==> src/rtl/lsu_pkg.sv <==
// rtl/lsu_pkg.sv - shared encodings, state type and legality helpers for the load/store controller
//
// Contents:
//   LANES            number of byte lanes in a data word
//   OP_*             MemOp encodings (byte/half/word, signed/unsigned)
//   state_t          controller states IDLE, MREQ, MWAIT, RESP
//   op_illegal       1 when rd/wr/op do not form a supported operation
//   op_misaligned    1 when the byte offset does not match the access size
//   op_force_align   offset rounded down to the natural alignment of the size
package lsu_pkg;

  localparam int LANES = 4;

  localparam logic [2:0] OP_B  = 3'b000;
  localparam logic [2:0] OP_H  = 3'b001;
  localparam logic [2:0] OP_W  = 3'b010;
  localparam logic [2:0] OP_BU = 3'b100;
  localparam logic [2:0] OP_HU = 3'b101;

  typedef enum logic [1:0] {
    ST_IDLE,
    ST_MREQ,
    ST_MWAIT,
    ST_RESP
  } state_t;

  function automatic logic op_illegal(input logic rd, input logic wr, input logic [2:0] op);
    logic bad;
    bad = (rd == wr);
    case (op)
      OP_B, OP_H, OP_W: ;
      OP_BU, OP_HU:     if (wr) bad = 1'b1;  // no unsigned stores
      default:          bad = 1'b1;
    endcase
    return bad;
  endfunction

  function automatic logic op_misaligned(input logic [2:0] op, input logic [1:0] off);
    logic mis;
    case (op[1:0])
      2'b01:   mis = off[0];
      2'b10:   mis = |off;
      default: mis = 1'b0;
    endcase
    return mis;
  endfunction

  function automatic logic [1:0] op_force_align(input logic [2:0] op, input logic [1:0] off);
    logic [1:0] res;
    case (op[1:0])
      2'b01:   res = {off[1], 1'b0};
      2'b10:   res = 2'b00;
      default: res = off;
    endcase
    return res;
  endfunction

endpackage

==> src/rtl/lsu_align.sv <==
// rtl/lsu_align.sv - byte-lane steering for stores and extraction/extension for loads
//
// Ports:
//   op      in   3   MemOp encoding (size in [1:0], unsigned in [2])
//   off     in   2   byte offset within the word
//   wdata   in  32   store data, low bits significant
//   rdata   in  32   little-endian memory read word
//   mask    out  4   byte-lane write mask
//   wlanes  out 32   store data replicated into every lane of its size
//   rext    out 32   selected load field, sign- or zero-extended
module lsu_align
  import lsu_pkg::*;
(
  input  logic [2:0]       op,
  input  logic [1:0]       off,
  input  logic [31:0]      wdata,
  input  logic [31:0]      rdata,
  output logic [LANES-1:0] mask,
  output logic [31:0]      wlanes,
  output logic [31:0]      rext
);

  logic [7:0]  byte_v;
  logic [15:0] half_v;
  logic        sx;

  always_comb begin
    byte_v = 8'h00;
    case (off)
      2'd0: byte_v = rdata[7:0];
      2'd1: byte_v = rdata[15:8];
      2'd2: byte_v = rdata[23:16];
      2'd3: byte_v = rdata[31:24];
      default: byte_v = 8'h00;
    endcase
    half_v = off[1] ? rdata[31:16] : rdata[15:0];
    sx     = ~op[2];

    mask   = '0;
    wlanes = '0;
    rext   = '0;
    case (op[1:0])
      2'b00: begin
        mask   = 4'b0001 << off;
        wlanes = {4{wdata[7:0]}};
        rext   = {{24{byte_v[7] & sx}}, byte_v};
      end
      2'b01: begin
        mask   = 4'b0011 << off;
        wlanes = {2{wdata[15:0]}};
        rext   = {{16{half_v[15] & sx}}, half_v};
      end
      default: begin
        mask   = {LANES{1'b1}};
        wlanes = wdata;
        rext   = rdata;
      end
    endcase
  end

endmodule

==> src/rtl/lsu_ctrl.sv <==
// rtl/lsu_ctrl.sv - multi-cycle load/store controller between execute and the data memory port
//
// Build option: LSU_MISALIGN_CHECK_EN
//   defined   -> misaligned half/word accesses answer Err=1 without touching memory
//   undefined -> offset is rounded down to the natural alignment and the access proceeds
//
// Ports:
//   Clk, RstN                     clock, asynchronous active-low reset
//   ReqValid/ReqReady             execute-side handshake (ready only in IDLE)
//   Addr, MemRd, MemWr, MemOp, WData   operation captured on accept
//   MReqValid/MReqReady           memory request handshake
//   MAddr, MWen, MWMask, MWData   word address, write flag, lane mask, steered data
//   MRespValid, MRData            one-cycle memory response and read word
//   RespValid/RespReady           writeback handshake
//   RData, Err                    extended load data (0 for stores/errors), error flag
module lsu_ctrl
  import lsu_pkg::*;
#(
  parameter int AW = 32,
  parameter int DW = 32
) (
  input  logic          Clk,
  input  logic          RstN,
  input  logic          ReqValid,
  output logic          ReqReady,
  input  logic [AW-1:0] Addr,
  input  logic          MemRd,
  input  logic          MemWr,
  input  logic [2:0]    MemOp,
  input  logic [DW-1:0] WData,
  output logic          MReqValid,
  input  logic          MReqReady,
  output logic [AW-1:0] MAddr,
  output logic          MWen,
  output logic [3:0]    MWMask,
  output logic [DW-1:0] MWData,
  input  logic          MRespValid,
  input  logic [DW-1:0] MRData,
  output logic          RespValid,
  input  logic          RespReady,
  output logic [DW-1:0] RData,
  output logic          Err
);

  state_t     state;
  logic [2:0] op_q;
  logic [1:0] off_q;
  logic       rd_q;

  logic [1:0] eff_off;
  logic       req_err;

`ifdef LSU_MISALIGN_CHECK_EN
  assign eff_off = Addr[1:0];
  assign req_err = op_illegal(MemRd, MemWr, MemOp) | op_misaligned(MemOp, Addr[1:0]);
`else
  assign eff_off = op_force_align(MemOp, Addr[1:0]);
  assign req_err = op_illegal(MemRd, MemWr, MemOp);
`endif

  // One steering unit serves both directions: in IDLE it steers the incoming
  // store, afterwards it extracts from MRData using the captured op/offset.
  logic [2:0]  al_op;
  logic [1:0]  al_off;
  logic [3:0]  al_mask;
  logic [31:0] al_wlanes;
  logic [31:0] al_rext;

  assign al_op  = (state == ST_IDLE) ? MemOp : op_q;
  assign al_off = (state == ST_IDLE) ? eff_off : off_q;

  lsu_align u_align (
    .op     (al_op),
    .off    (al_off),
    .wdata  (WData),
    .rdata  (MRData),
    .mask   (al_mask),
    .wlanes (al_wlanes),
    .rext   (al_rext)
  );

  always_ff @(posedge Clk or negedge RstN) begin
    if (!RstN) begin
      state     <= ST_IDLE;
      op_q      <= 3'b000;
      off_q     <= 2'b00;
      rd_q      <= 1'b0;
      ReqReady  <= 1'b0;
      MReqValid <= 1'b0;
      MAddr     <= '0;
      MWen      <= 1'b0;
      MWMask    <= 4'b0000;
      MWData    <= '0;
      RespValid <= 1'b0;
      RData     <= '0;
      Err       <= 1'b0;
    end else begin
      case (state)
        ST_IDLE: begin
          ReqReady <= 1'b1;
          if (ReqValid && ReqReady) begin
            ReqReady <= 1'b0;
            op_q     <= MemOp;
            off_q    <= eff_off;
            rd_q     <= MemRd;
            if (req_err) begin
              state     <= ST_RESP;
              RespValid <= 1'b1;
              Err       <= 1'b1;
              RData     <= '0;
            end else begin
              state     <= ST_MREQ;
              MReqValid <= 1'b1;
              MAddr     <= {Addr[AW-1:2], 2'b00};
              MWen      <= MemWr;
              MWMask    <= MemWr ? al_mask : 4'b0000;
              MWData    <= MemWr ? al_wlanes : '0;
            end
          end
        end
        ST_MREQ: begin
          if (MReqReady) begin
            state     <= ST_MWAIT;
            MReqValid <= 1'b0;
            MAddr     <= '0;
            MWen      <= 1'b0;
            MWMask    <= 4'b0000;
            MWData    <= '0;
          end
        end
        ST_MWAIT: begin
          if (MRespValid) begin
            state     <= ST_RESP;
            RespValid <= 1'b1;
            Err       <= 1'b0;
            RData     <= rd_q ? al_rext : '0;
          end
        end
        ST_RESP: begin
          if (RespReady) begin
            state     <= ST_IDLE;
            RespValid <= 1'b0;
            Err       <= 1'b0;
            RData     <= '0;
            ReqReady  <= 1'b1;
          end
        end
        default: state <= ST_IDLE;
      endcase
    end
  end

endmodule

==> config.mk <==
export PLATFORM = sky130hd
export DESIGN_NAME = lsu_ctrl
export DESIGN_NICKNAME = d
export VERILOG_FILES = /design/src/rtl/lsu_pkg.sv /design/src/rtl/lsu_align.sv /design/src/rtl/lsu_ctrl.sv
export SDC_FILE = /design/constraint.sdc
export NUM_CORES = 1
export LEC_CHECK = 0
export BUFFER_PORTS_ARGS = -buffer_cell sky130_fd_sc_hd__buf_2
export CAP_MARGIN = 40
export CORE_MARGIN = 2
export CORE_UTILIZATION = 53
export CTS_CLUSTER_DIAMETER = 80
export CTS_CLUSTER_SIZE = 14
export DETAILED_ROUTE_END_ITERATION = 10
export MAX_ROUTING_LAYER = met4
export PLACE_DENSITY = 0.86
export SETUP_SLACK_MARGIN = 0.3
export SLEW_MARGIN = 0
export SYNTH_ARGS = -nofsm -noshare
export SYNTH_HDL_FRONTEND = slang
export SYNTH_SLANG_ARGS = --single-unit
==> constraint.sdc <==
create_clock -name Clk -period 3.7 [get_ports Clk]
set_input_delay 0.74 -clock Clk [delete_from_list [all_inputs] [get_ports Clk]]
set_output_delay 0.74 -clock Clk [all_outputs]
set_load 0.02 [all_outputs]
==> out/results.tsv, run 1 <==
stage	metric	value	unit
route	drc	0	
logic_synthesis	synth_compound_area_frac	0.1960	
power	powerDensity	889.3	nW/um^2
place	dpl_worst_slack	0.6452	ns
floorplanning	die_w	105.7	um
logic_synthesis	synthMuxAreaShare	0.1191	
route	drt_pre_antenna_iters	5	
timing	relSlewSlack	0.4390	
clock_tree	ctsHtreeMaxLevel	3	
place	hpwlAfterDp	11150	um
clock_tree	cts_resized	0	
timing	rsz0062_at_grt	false	
clock_tree	cts_setup_buffers	0	
route	routed_wl	15070	um
timing	drv_slew	0	
timing	max_slew.worst_pin.slew	0.8415	ns
logic_synthesis	synthArstFlopShare	1.000	
clock_tree	cts_tree	built	
route	vias_per_cell	5.910	
place	dp.cells	813	
outcome	status	finished, final reports clean	
logic_synthesis	synthDistinctLibCells	49	
floorplanning	die_y	105.7	um
critical_path	cp_num_buf_inv	2	
timing	period_share	0.8013	
critical_path	crit_slowest_cell	ha_1	
floorplanning	ios	212	
logic_synthesis	syn_inst	493	
grt	grt_pass1_wl	23680	um
route	ant_nets	0	
cells_and_area	nets	804	
place	portBuffers	209	
timing	setup_tns	0	ns
logic_synthesis	synth-simple-area-share	0.1230	
logic_synthesis	netlist_area	5483	sq um
cells_and_area	antenna_cells	0	
logic_synthesis	ys_seq_elements	111	
power	vdd_drop_max	522.0	uV
route	vias	4905	
timing	clock.fmax	337.3	MHz
floorplanning	row_count	37	
timing	setup_slack	0.7351	ns
logic_synthesis	synth_top_family_by_area	compound AO/OA/AOI/OAI gates	
route	routedWlPerCell	18.15	um
timing	fin_worst_skew	0.01374	ns
timing	hold_violations	0	
grt	grt_pass1_vias	4752	
worst_hold_path	worst_hold_path_type	in2async	
critical_path	cp_max_fo	39	
power	p_leak	3.584	nW
logic_synthesis	ys.flop_type	dfrtp_1	
critical_path	end_kind	flip-flop	
logic_synthesis	synth_edf_count	0	
grt	antenna_found_initial	0	
clock_tree	cts_made_buffers	9	
cells_and_area	drive_above_1_share	0.4251	
logic_synthesis	ys_warn_count	0	
critical_path	path_delay_family	adder cells	
clock_tree	hold_buffers	0	
grt	track_usage	0.2741	
clock_tree	clock_latency	0.36	ns
flow_run	max-cap-violations	0	
timing	finalSetupViolCount	0	
cells_and_area	fin_util	0.6731	
floorplanning	start_util	0.5383	
grt	grt_max_degree	58	
critical_path	crit_chain	inv_1, ha_1, a21boi_1, nand4bb_1, nand2b_1, buf_4, a221oi_1, a22oi_1	
critical_path	startpoint_type	flip-flop	
clock_tree	clkSinkCount	111	
clock_tree	ctsLongestPathBuffers	2	
route	drt-initial-drc-count	273	
clock_tree	cts_root_buf	clkbuf_8	
cells_and_area	area_delta_synth_final	25.03	%
logic_synthesis	synth_xor_area_frac	0	
critical_path	cp.arrival	3.24	ns
cells_and_area	stdcell_count	830	
power	finalPower	6.096	mW
critical_path	crit_path_max_incr_delay	0.71	ns
logic_synthesis	avgSynthCellArea	11.12	sq um
timing	fin_crit	2.965	ns
clock_tree	clk_pin_slew_worst_paths	0.11	ns
logic_synthesis	yosysSeqAreaShare	0.5066	
critical_path	crit_type	reg2reg	
floorplanning	core-area	10180	sq um
logic_synthesis	synthAdderAreaFrac	0.01826	
place	routabilityCongestion	0.8580	
floorplanning	dieArea	11170	sq um
critical_path	cp.required	3.97	ns
grt	overflow	0	
synth_stat cells, types with 2 or more instances:
library cell,number,area (sq um)
dfrtp_1,111,2778
o21ai_0,46,230.2
mux2_2,42,473.0
nor2b_1,33,206.5
nand2_1,29,108.9
o2bb2ai_1,19,166.4
mux2i_1,18,180.2
clkbuf_1,17,63.81
nor2_1,17,63.81
buf_2,15,75.07
nor3_1,12,60.06
nand3_1,11,55.05
a21o_1,10,75.07
a221o_2,10,112.6
a22o_1,9,78.83
nand2b_1,9,56.30
ha_1,8,100.1
o22ai_1,8,50.05
a221oi_1,7,61.31
a22oi_1,7,52.55
and3_1,7,43.79
a221o_1,6,60.06
inv_1,6,22.52
o211ai_1,4,30.03
buf_4,3,22.52
a211o_1,2,17.52
a31oi_1,2,12.51
and3b_1,2,17.52
o2111ai_1,2,17.52
o221ai_1,2,17.52
worst paths after layout:
path	from	to	slack, ns	depth (start not counted)
setup reg to reg	state[1]	RData[14]	0.74	8
setup / recovery	state[1]	RData[14]	0.74	8
hold reg to reg	MWen	MWen	0.49	1
min in group Clk	MWen	MWen	0.49	1
max in group asynchronous	RstN	MWMask[2]	2.52	2
hold / removal	RstN	RData[28]	0.44	1
routing by layer:
| metal | GRT usage | vias up | part of all wire |
|---|---|---|---|
| met1 | 0.3424 | 2358 | 0.39 |
| met3 | 0.05133 | 42 | 0.082 |
| li1 | - | 2204 | - |
| met4 | 0.08647 | 0 | 0.026 |
| met2 | 0.4544 | 301 | 0.50 |
| met5 | - | - | 0 |
flip-flops by register name (all words and copies together), names as in the netlist:
| signal | flops |
|---|---|
| RData | 32 |
| ReqReady | 1 |
| state | 2 |
| Err | 1 |
| MWMask | 4 |
| rd_q | 1 |
| MAddr | 30 |
| off_q | 2 |
| MReqValid | 1 |
| RespValid | 1 |
| MWData | 32 |
| op_q | 3 |
| MWen | 1 |
per-stage QoR:
step                cell area [sq um]  hold slack, ns
finish                           6855          0.4374
global route                     6855          0.4775
CTS                              6848          0.4528
detailed placement               6655          0.4603
global placement                 6655          0.4567
floorplan                        5487          0.4444
area by class of cell:
cell class,instances,area (sq um)
clock inverters,5,51.30
fillers,820,3329
clock buffers,11,141.4
well taps,136,170.2
flip-flops and latches,111,2778
repair buffers,221,1164
multi-input cells,340,2529
inverters,6,22.52
power by group:
group          internal, mW  leakage [nW]  switching [mW]
registers              1.72          1.46           0.302
logic                  1.29          2.02            2.07
clock network         0.279        0.0977           0.427
cells by family (layout without fill, tap and decap cells):
family | after synthesis | in the layout
compound gates | 143 | 143
fa+ha+maj | 8 | 8
buf+inv | 43 | 243
flops | 111 | 111
mux | 60 | 60
other cells | 1 | 2
simple gates | 127 | 127
layout by cell type (no fill, tap or decap), types with 2 or more instances in the layout:
cell type  instances
clkbuf_8          10
a211o_1            2
inv_6              3
a221o_1            6
nand2_1           29
a21o_1            10
o2bb2ai_1         19
o221ai_1           2
a221o_2           10
buf_12             2
conb_1             2
mux2_2            42
a221oi_1           7
o22ai_1            8
and3b_1            2
o21ai_0           46
a22oi_1            7
dfrtp_1          111
nor2_1            17
o211ai_1           4
inv_1              6
a22o_1             9
mux2i_1           17
nand3_1           11
nor3_1            12
buf_2            208
o2111ai_1          2
buf_4             11
nor2b_1           33
ha_1               8
and3_1             7
nand2b_1           9
Power figures use the tool's default switching activity.
==> run 2: changes to the inputs <==
--- a/config.mk
+++ b/config.mk
@@ -8,12 +8,12 @@
 export BUFFER_PORTS_ARGS = -buffer_cell sky130_fd_sc_hd__buf_2
 export CAP_MARGIN = 40
 export CORE_MARGIN = 2
-export CORE_UTILIZATION = 53
+export CORE_UTILIZATION = 45
 export CTS_CLUSTER_DIAMETER = 80
 export CTS_CLUSTER_SIZE = 14
 export DETAILED_ROUTE_END_ITERATION = 10
 export MAX_ROUTING_LAYER = met4
-export PLACE_DENSITY = 0.86
+export PLACE_DENSITY = 0.77
 export SETUP_SLACK_MARGIN = 0.3
 export SLEW_MARGIN = 0
 export SYNTH_ARGS = -nofsm -noshare
==> constraint.sdc (replaced) <==
create_clock -name Clk -period 2.5 [get_ports Clk]
set_input_delay 0.5 -clock Clk [delete_from_list [all_inputs] [get_ports Clk]]
set_output_delay 0.5 -clock Clk [all_outputs]
set_load 0.02 [all_outputs]
==> run 2 against run 1 <==
  * Clock skew fell by 0.0076 ns
  * Total power increased by 68%
  * Non-clock buffer count is 26 higher
  * First-iteration DRC count rose by 7.7%
  * Design area up 8.3%
  * Combinational power grew 69%
  * Count of clock-buffer cells in the layout is the same
==> out/results.tsv, run 2 (synthesized netlist as in run 1, its figures left out) <==
stage	metric	value	unit	change
floorplanning	ios	212		unchanged
outcome	status	finished, final reports clean		
clock_tree	clock_latency	0.35	ns	about the same
power	clockPowerShare	0.149		+0.033
floorplanning	die_w	114.4	um	+8.2%
clock_tree	ctsHtreeMaxLevel	3		unchanged
timing	period_share	0.8768		
worst_hold_path	worst_hold_path_type	in2reg		
worst_hold_path	min_from	MRData[29]		
route	routed_wl	16500	um	+9.5%
route	drt-initial-drc-count	294		+7.7%
critical_path	worstReg2RegStart	state[0]		
power	switching_share	0.4360		-0.02313
power	p_leak	3.847	nW	+7.3%
critical_path	startpoint_type	input pin		
timing	max_slew.worst_pin.slew	0.5814	ns	-0.2601 ns
grt	antenna_found_initial	0		unchanged
floorplanning	row_count	40		+8.1%
timing	setup_tns	0	ns	unchanged
clock_tree	clkSinkCount	111		unchanged
route	drt_pre_antenna_iters	6		+1
clock_tree	cts_made_buffers	9		unchanged
critical_path	startpoint	MemWr		
cells_and_area	final_common_cell	buf_2		
timing	drv_slew	0		unchanged
critical_path	cpMostUsedCell	buf_4		
route	routedWlPerCell	19.04	um	+4.9%
power	cellInternalPower	5.772	mW	+75%
timing	clock.fmax	456.2	MHz	
grt	track_usage	0.2507		-0.02339
grt	grt_pass1_wl	25050	um	+5.8%
critical_path	cp.required	2.74	ns	-1.23 ns
clock_tree	ctsLongestPathBuffers	2		unchanged
cells_and_area	nets	830		+3.2%
route	ant_nets	0		unchanged
cells_and_area	reg.largest.list	MWData: 32 flops, RData: 32 flops, MAddr: 30 flops		
flow_run	max-cap-violations	0		unchanged
grt	grt_max_degree	70		+21%
place	hpwlAfterDp	11730	um	+5.2%
floorplanning	die_y	114.4	um	+8.2%
power	vdd_drop_max	733.2	uV	+40%
cells_and_area	n_fill_cell	973		+19%
clock_tree	clk_pin_slew_worst_paths	0.08	ns	-0.03 ns
cells_and_area	antenna_cells	0		unchanged
critical_path	crit_path_max_incr_delay	0.29	ns	-0.42 ns
floorplanning	dieArea	13080	sq um	+17%
cells_and_area	area_delta_synth_final	35.44	%	
critical_path	cp_max_fo	30		-23%
timing	fin_crit	2.192	ns	
timing	finalSetupViolCount	0		unchanged
critical_path	cp.arrival	2.43	ns	-0.81 ns
power	finalPower	10.23	mW	+68%
route	vias_per_cell	5.737		-2.9%
route	vias	4974		+1.4%
timing	relSlewSlack	0.6112		+0.1721
power	power_switching	4.462	mW	+59%
power	powerDensity	1378	nW/um^2	+55%
critical_path	crit_slowest_cell	nor2_1		
timing	rsz0062_at_grt	true		
critical_path	crit_chain	buf_2, inv_1, ha_1, nor2_1, o221ai_4, o21ai_1, o211ai_1, buf_4, buf_4, a22o_1		
cells_and_area	drive_above_1_share	0.4806		+0.05548
grt	grt_pass1_vias	4997		+5.2%
cells_and_area	most-common-layout-cells	buf_2 (208), dfrtp_1 (111), o21ai_0 (43)		
floorplanning	core-area	11960	sq um	+17%
power	power_frac_comb	0.555		+0.003
floorplanning	start_util	0.4584		-0.07996
place	routabilityCongestion	0.8741		+1.9%
timing	timing.hold.ws	0.4043	ns	-0.03313 ns
clock_tree	cts_tree	built		
critical_path	crit_type	in2reg		
clock_tree	cts_root_buf	clkbuf_16		
timing	hold_violations	0		unchanged
power	power_frac_seq	0.296		-0.036
critical_path	end_kind	flip-flop		
grt	overflow	0		unchanged
place	portBuffers	209		unchanged
timing	fin_worst_skew	0.006118	ns	-0.007618 ns
route	drc	0		unchanged
## run 2: changes by cell type in the layout (fill, tap and decap cells not counted), sizes merged
cell,change
inv,-2
clkbuf,+1
buf,+24
bufinv,+1
clkinv,+1
dlygate4sd3,+1
## run 2: routing by layer
layer,vias to the layer above,GRT usage,wire length [um]
met5,-,-,0
met4,0,0.08211,327
met3,35,0.05082,1140
met2,264,0.4162,8148
met1,2412,0.3075,6888
li1,2263,-,-
## run 2: critical path, delay by kind of cell
family / cells / cell delay [ns]
buf+inv: 4 / 0.56
fa+ha+maj: 1 / 0.26
simple gates: 1 / 0.29
compound gates: 4 / 0.79
## run 2: through the flow
| stage | cells | setup slack, ns | utilization | instance area, sq um |
|---|---|---|---|---|
| CTS | 859 | 0.2995 | 0.6066 | 7256 |
| finish | 867 | 0.3081 | 0.6208 | 7426 |
| global route | 867 | 0.2285 | 0.6208 | 7426 |
| global placement | 840 | -0.04006 | 0.5723 | 6845 |
| floorplan | 494 | 0.2799 | - | 5515 |
| detailed placement | 840 | -0.1515 | 0.5723 | 6845 |
## run 2: timing repair
action	CTS	global route
resized for setup	12	26
setup buffers	2	6
cloned	0	2
hold endpoints to repair	4	0
pin swaps	0	5
setup endpoints to repair	100	78
hold buffers	1	0
## run 2: power groups by stage
stage / sequential (mW) / combinational [mW] / clock (mW)
2_1_floorplan: 3.83 / 2.59 / 0
3_3_place_gp: 2.99 / 5.07 / 0
3_5_place_dp: 3.03 / 5.18 / 0
4_1_cts: 3.02 / 5.34 / 1.54
5_1_grt: 3.12 / 6.07 / 1.62
6_report: 3.03 / 5.68 / 1.52
## run 2: cell type report
type | instances | area [sq um] | area share
multi-input combinational | 340 | 2694 | 0.3628
clock inverter | 5 | 63.81 | 0.008593
tap | 147 | 183.9 | 0.02477
clock buffer | 11 | 252.7 | 0.03404
sequential | 111 | 2778 | 0.3741
inverter | 6 | 22.52 | 0.003033
timing repair buffer | 247 | 1431 | 0.1928
## run 2: final timing paths
check	slack (ns)	endpoint	cells after the start
worst max-delay path	0.31	MWData[2]	10
worst min-delay path	0.40	RData[29]	2
worst max register to register	0.31	RData[24]	9
worst min register to register	0.47	Err	2
max in group asynchronous	1.33	MAddr[25]	3
min in group asynchronous	0.50	op_q[1]	2
==> run 3: changes to the inputs <==
--- a/config.mk
+++ b/config.mk
@@ -8,12 +8,12 @@
 export BUFFER_PORTS_ARGS = -buffer_cell sky130_fd_sc_hd__buf_2
 export CAP_MARGIN = 40
 export CORE_MARGIN = 2
-export CORE_UTILIZATION = 45
+export CORE_UTILIZATION = 49
 export CTS_CLUSTER_DIAMETER = 80
 export CTS_CLUSTER_SIZE = 14
 export DETAILED_ROUTE_END_ITERATION = 10
 export MAX_ROUTING_LAYER = met4
-export PLACE_DENSITY = 0.77
+export PLACE_DENSITY = 0.8
 export SETUP_SLACK_MARGIN = 0.3
 export SLEW_MARGIN = 0
 export SYNTH_ARGS = -nofsm -noshare
==> constraint.sdc (replaced) <==
create_clock -name Clk -period 2.4 [get_ports Clk]
set_input_delay 0.48 -clock Clk [delete_from_list [all_inputs] [get_ports Clk]]
set_output_delay 0.48 -clock Clk [all_outputs]
set_load 0.02 [all_outputs]
==> run 3 against run 2 <==
  * Count of clock-buffer cells in the layout up 1
  * Core utilization up 7.3 points
  * Total power up 3.5%
  * Flip-flop and latch count unchanged
  * Via count down 0.14%
  * Combinational power up 12%
==> out/results.tsv, run 3 (synthesized netlist as in run 1, its figures left out) <==
stage	metric	value	unit	change
grt	grt_pass1_vias	4979		-0.36%
cells_and_area	stdcell_count	873		+0.69%
floorplanning	dieArea	12050	sq um	-7.9%
power	powerDensity	1403	nW/um^2	+1.8%
floorplanning	core-area	10890	sq um	-9.0%
clock_tree	hold_buffers	0		-1
timing	max_slew.worst_pin.slew	0.6140	ns	+0.03263 ns
grt	grt-busiest-layer	met2		
grt	use_met2	0.4281		+0.01196
cells_and_area	multi_input_area	2791	sq um	+3.6%
clock_tree	cts_root_buf	clkbuf_8		
clock_tree	clock_latency	0.37	ns	+0.02 ns
timing	hold_violations	0		unchanged
timing	fin_crit	2.192	ns	
timing	rsz0062_at_grt	true		
critical_path	cp_max_fo	8		-73%
place	routabilityCongestion	0.9143		+4.6%
floorplanning	ios	212		unchanged
clock_tree	clk_pin_slew_worst_paths	0.10	ns	+0.02 ns
grt	track_usage	0.2674		+0.01676
cells_and_area	reg.largest.list	MWData: 32 flops, RData: 32 flops, MAddr: 30 flops		
power	power_frac_comb	0.602		+0.047
floorplanning	start_util	0.5036		+0.04519
grt	grt_util_met1	0.3429		+0.03537
power	switching_share	0.4375		+0.001469
cells_and_area	n_fill_cell	840		-14%
power	power_frac_seq	0.298		+0.002
grt	overflow	0		unchanged
route	vias	4967		-0.14%
critical_path	cp.required	2.66	ns	-0.08 ns
grt	grt_util_met3	0.03912		-0.01170
timing	setup_slack	0.2083	ns	-0.09979 ns
flow_run	max-cap-violations	0		unchanged
critical_path	startpoint_type	flip-flop		
route	vias_per_cell	5.690		-0.83%
clock_tree	ctsHtreeMaxLevel	3		unchanged
place	portBuffers	209		unchanged
grt	antenna_found_initial	1		+1
timing	relSlewSlack	0.5893		-0.02182
critical_path	cp.arrival	2.45	ns	+0.02 ns
cells_and_area	fin_util	0.6934		+0.07259
place	dpl_worst_slack	-0.2709	ns	-0.1194 ns
critical_path	end_kind	flip-flop		
clock_tree	cts_tree	built		
timing	fin_worst_skew	0.01030	ns	+0.004186 ns
timing	period_share	0.9132		
cells_and_area	regArea	2778	sq um	unchanged
place	hpwlAfterDp	11140	um	-5.0%
cells_and_area	final_common_cell	buf_2		
route	ant_nets	0		unchanged
timing	drv_slew	0		unchanged
grt	grt_pass1_wl	24470	um	-2.3%
critical_path	ff2ff_path_depth	9		unchanged
clock_tree	ctsLongestPathBuffers	2		unchanged
power	power_switching	4.633	mW	+3.8%
power	clockPowerShare	0.100		-0.049
critical_path	crit_type	reg2reg		
route	drc	0		unchanged
power	p_leak	3.942	nW	+2.5%
critical_path	crit_chain	inv_2, ha_4, buf_6, and3b_1, o21ai_0, a211o_1, a31oi_4, buf_16, a221o_2		
timing	finalSetupViolCount	0		unchanged
route	drt_pre_antenna_iters	5		-1
place	dp.cells	838		-0.24%
grt	grt_max_degree	57		-19%
route	routed_wl	15930	um	-3.5%
timing	clock.fmax	456.3	MHz	
floorplanning	die_w	109.8	um	-4.0%
outcome	status	finished, final reports clean		
cells_and_area	drive_above_1_share	0.4918		+0.01125
cells_and_area	final_area	7550	sq um	+1.7%
critical_path	crit_slowest_cell	dfrtp_1		
clock_tree	cts_made_buffers	9		unchanged
place	place_area	6984	sq um	+2.0%
cells_and_area	area_delta_synth_final	37.70	%	
cells_and_area	most-common-layout-cells	buf_2 (208), dfrtp_1 (111), o21ai_0 (44)		
route	drt-initial-drc-count	256		-13%
critical_path	crit_path_max_incr_delay	0.38	ns	+0.09 ns
clock_tree	clkSinkCount	111		unchanged
route	routedWlPerCell	18.25	um	-4.1%
floorplanning	die_y	109.8	um	-4.0%
power	cellInternalPower	5.956	mW	+3.2%
power	vdd_drop_max	709.8	uV	-3.2%
cells_and_area	nets	843		+1.6%
worst_hold_path	worst_hold_path_type	in2async		
floorplanning	row_count	38		-5.0%
==> run 3: cell types whose count changed in the layout (fill, tap and decap cells not counted), moves of 5 or more <==
cell       change
buf_6          +6
mux2_4        +15
clkbuf_16      -8
buf_4          +5
mux2_2        -15
clkbuf_8       +9
==> run 3: metrics by stage <==
stage	hold slack (ns)	power [mW]	TNS, ns
after floorplan	0.1844	6.896	0
after global placement	0.4571	8.529	-3.810
after detailed placement	0.4631	8.714	-9.349
after CTS	0.06455	10.16	0
after global routing	0.08058	11.20	0
final	0.05826	10.59	0
==> run 3: repair_timing <==
item	in CTS	in global routing
endpoints found under the hold margin	0	0
buffers inserted	10	6
resized for setup	24	21
pin swaps	7	14
setup endpoints to repair	99	97
cloned	1	2
==> run 3: per-layer routing <==
metal | vias up | routed length, um
li1 | 2285 | -
met1 | 2437 | 6539
met2 | 214 | 7989
met3 | 31 | 1091
met4 | 0 | 313
met5 | - | 0
==> run 3: layout make-up <==
class / instances / share of cell area
multi-input cells: 340 / 0.3697
flip-flops and latches: 111 / 0.3679
repair buffers: 260 / 0.2111
well taps: 140 / 0.02320
clock buffers: 12 / 0.02055
inverters: 6 / 0.004640
clock inverters: 3 / 0.002486
diodes: 1 / 0.0003315
==> run 3: path summary, 6_finish.rpt <==
path | slack, ns | to | from
max in group asynchronous | 1.67 | state[1] | RstN
max | 0.21 | RData[21] | state[0]
min reg2reg | 0.48 | RespValid | RespValid
min | 0.06 | MAddr[26] | RstN
max reg2reg | 0.21 | RData[21] | state[0]
min in group Clk | 0.36 | RData[27] | MRData[27]
==> run 3: critical path, delay by kind of cell (launching register included) <==
kind / cells / cell delay (ns)
AOI/OAI and AO/OA: 4 / 0.94
adders and majority gates: 1 / 0.19
buffers and inverters: 3 / 0.38
DFF: 1 / 0.38
and+or+nand+nor: 1 / 0.19
==> run 3: power by group through the flow <==
stage	logic [mW]	registers (mW)	clock network, mW
after detailed placement	5.57	3.15	0
final	6.38	3.15	1.06
after CTS	5.95	3.13	1.07
after floorplan	2.90	3.99	0
after global placement	5.41	3.12	0
after global routing	6.81	3.24	1.15
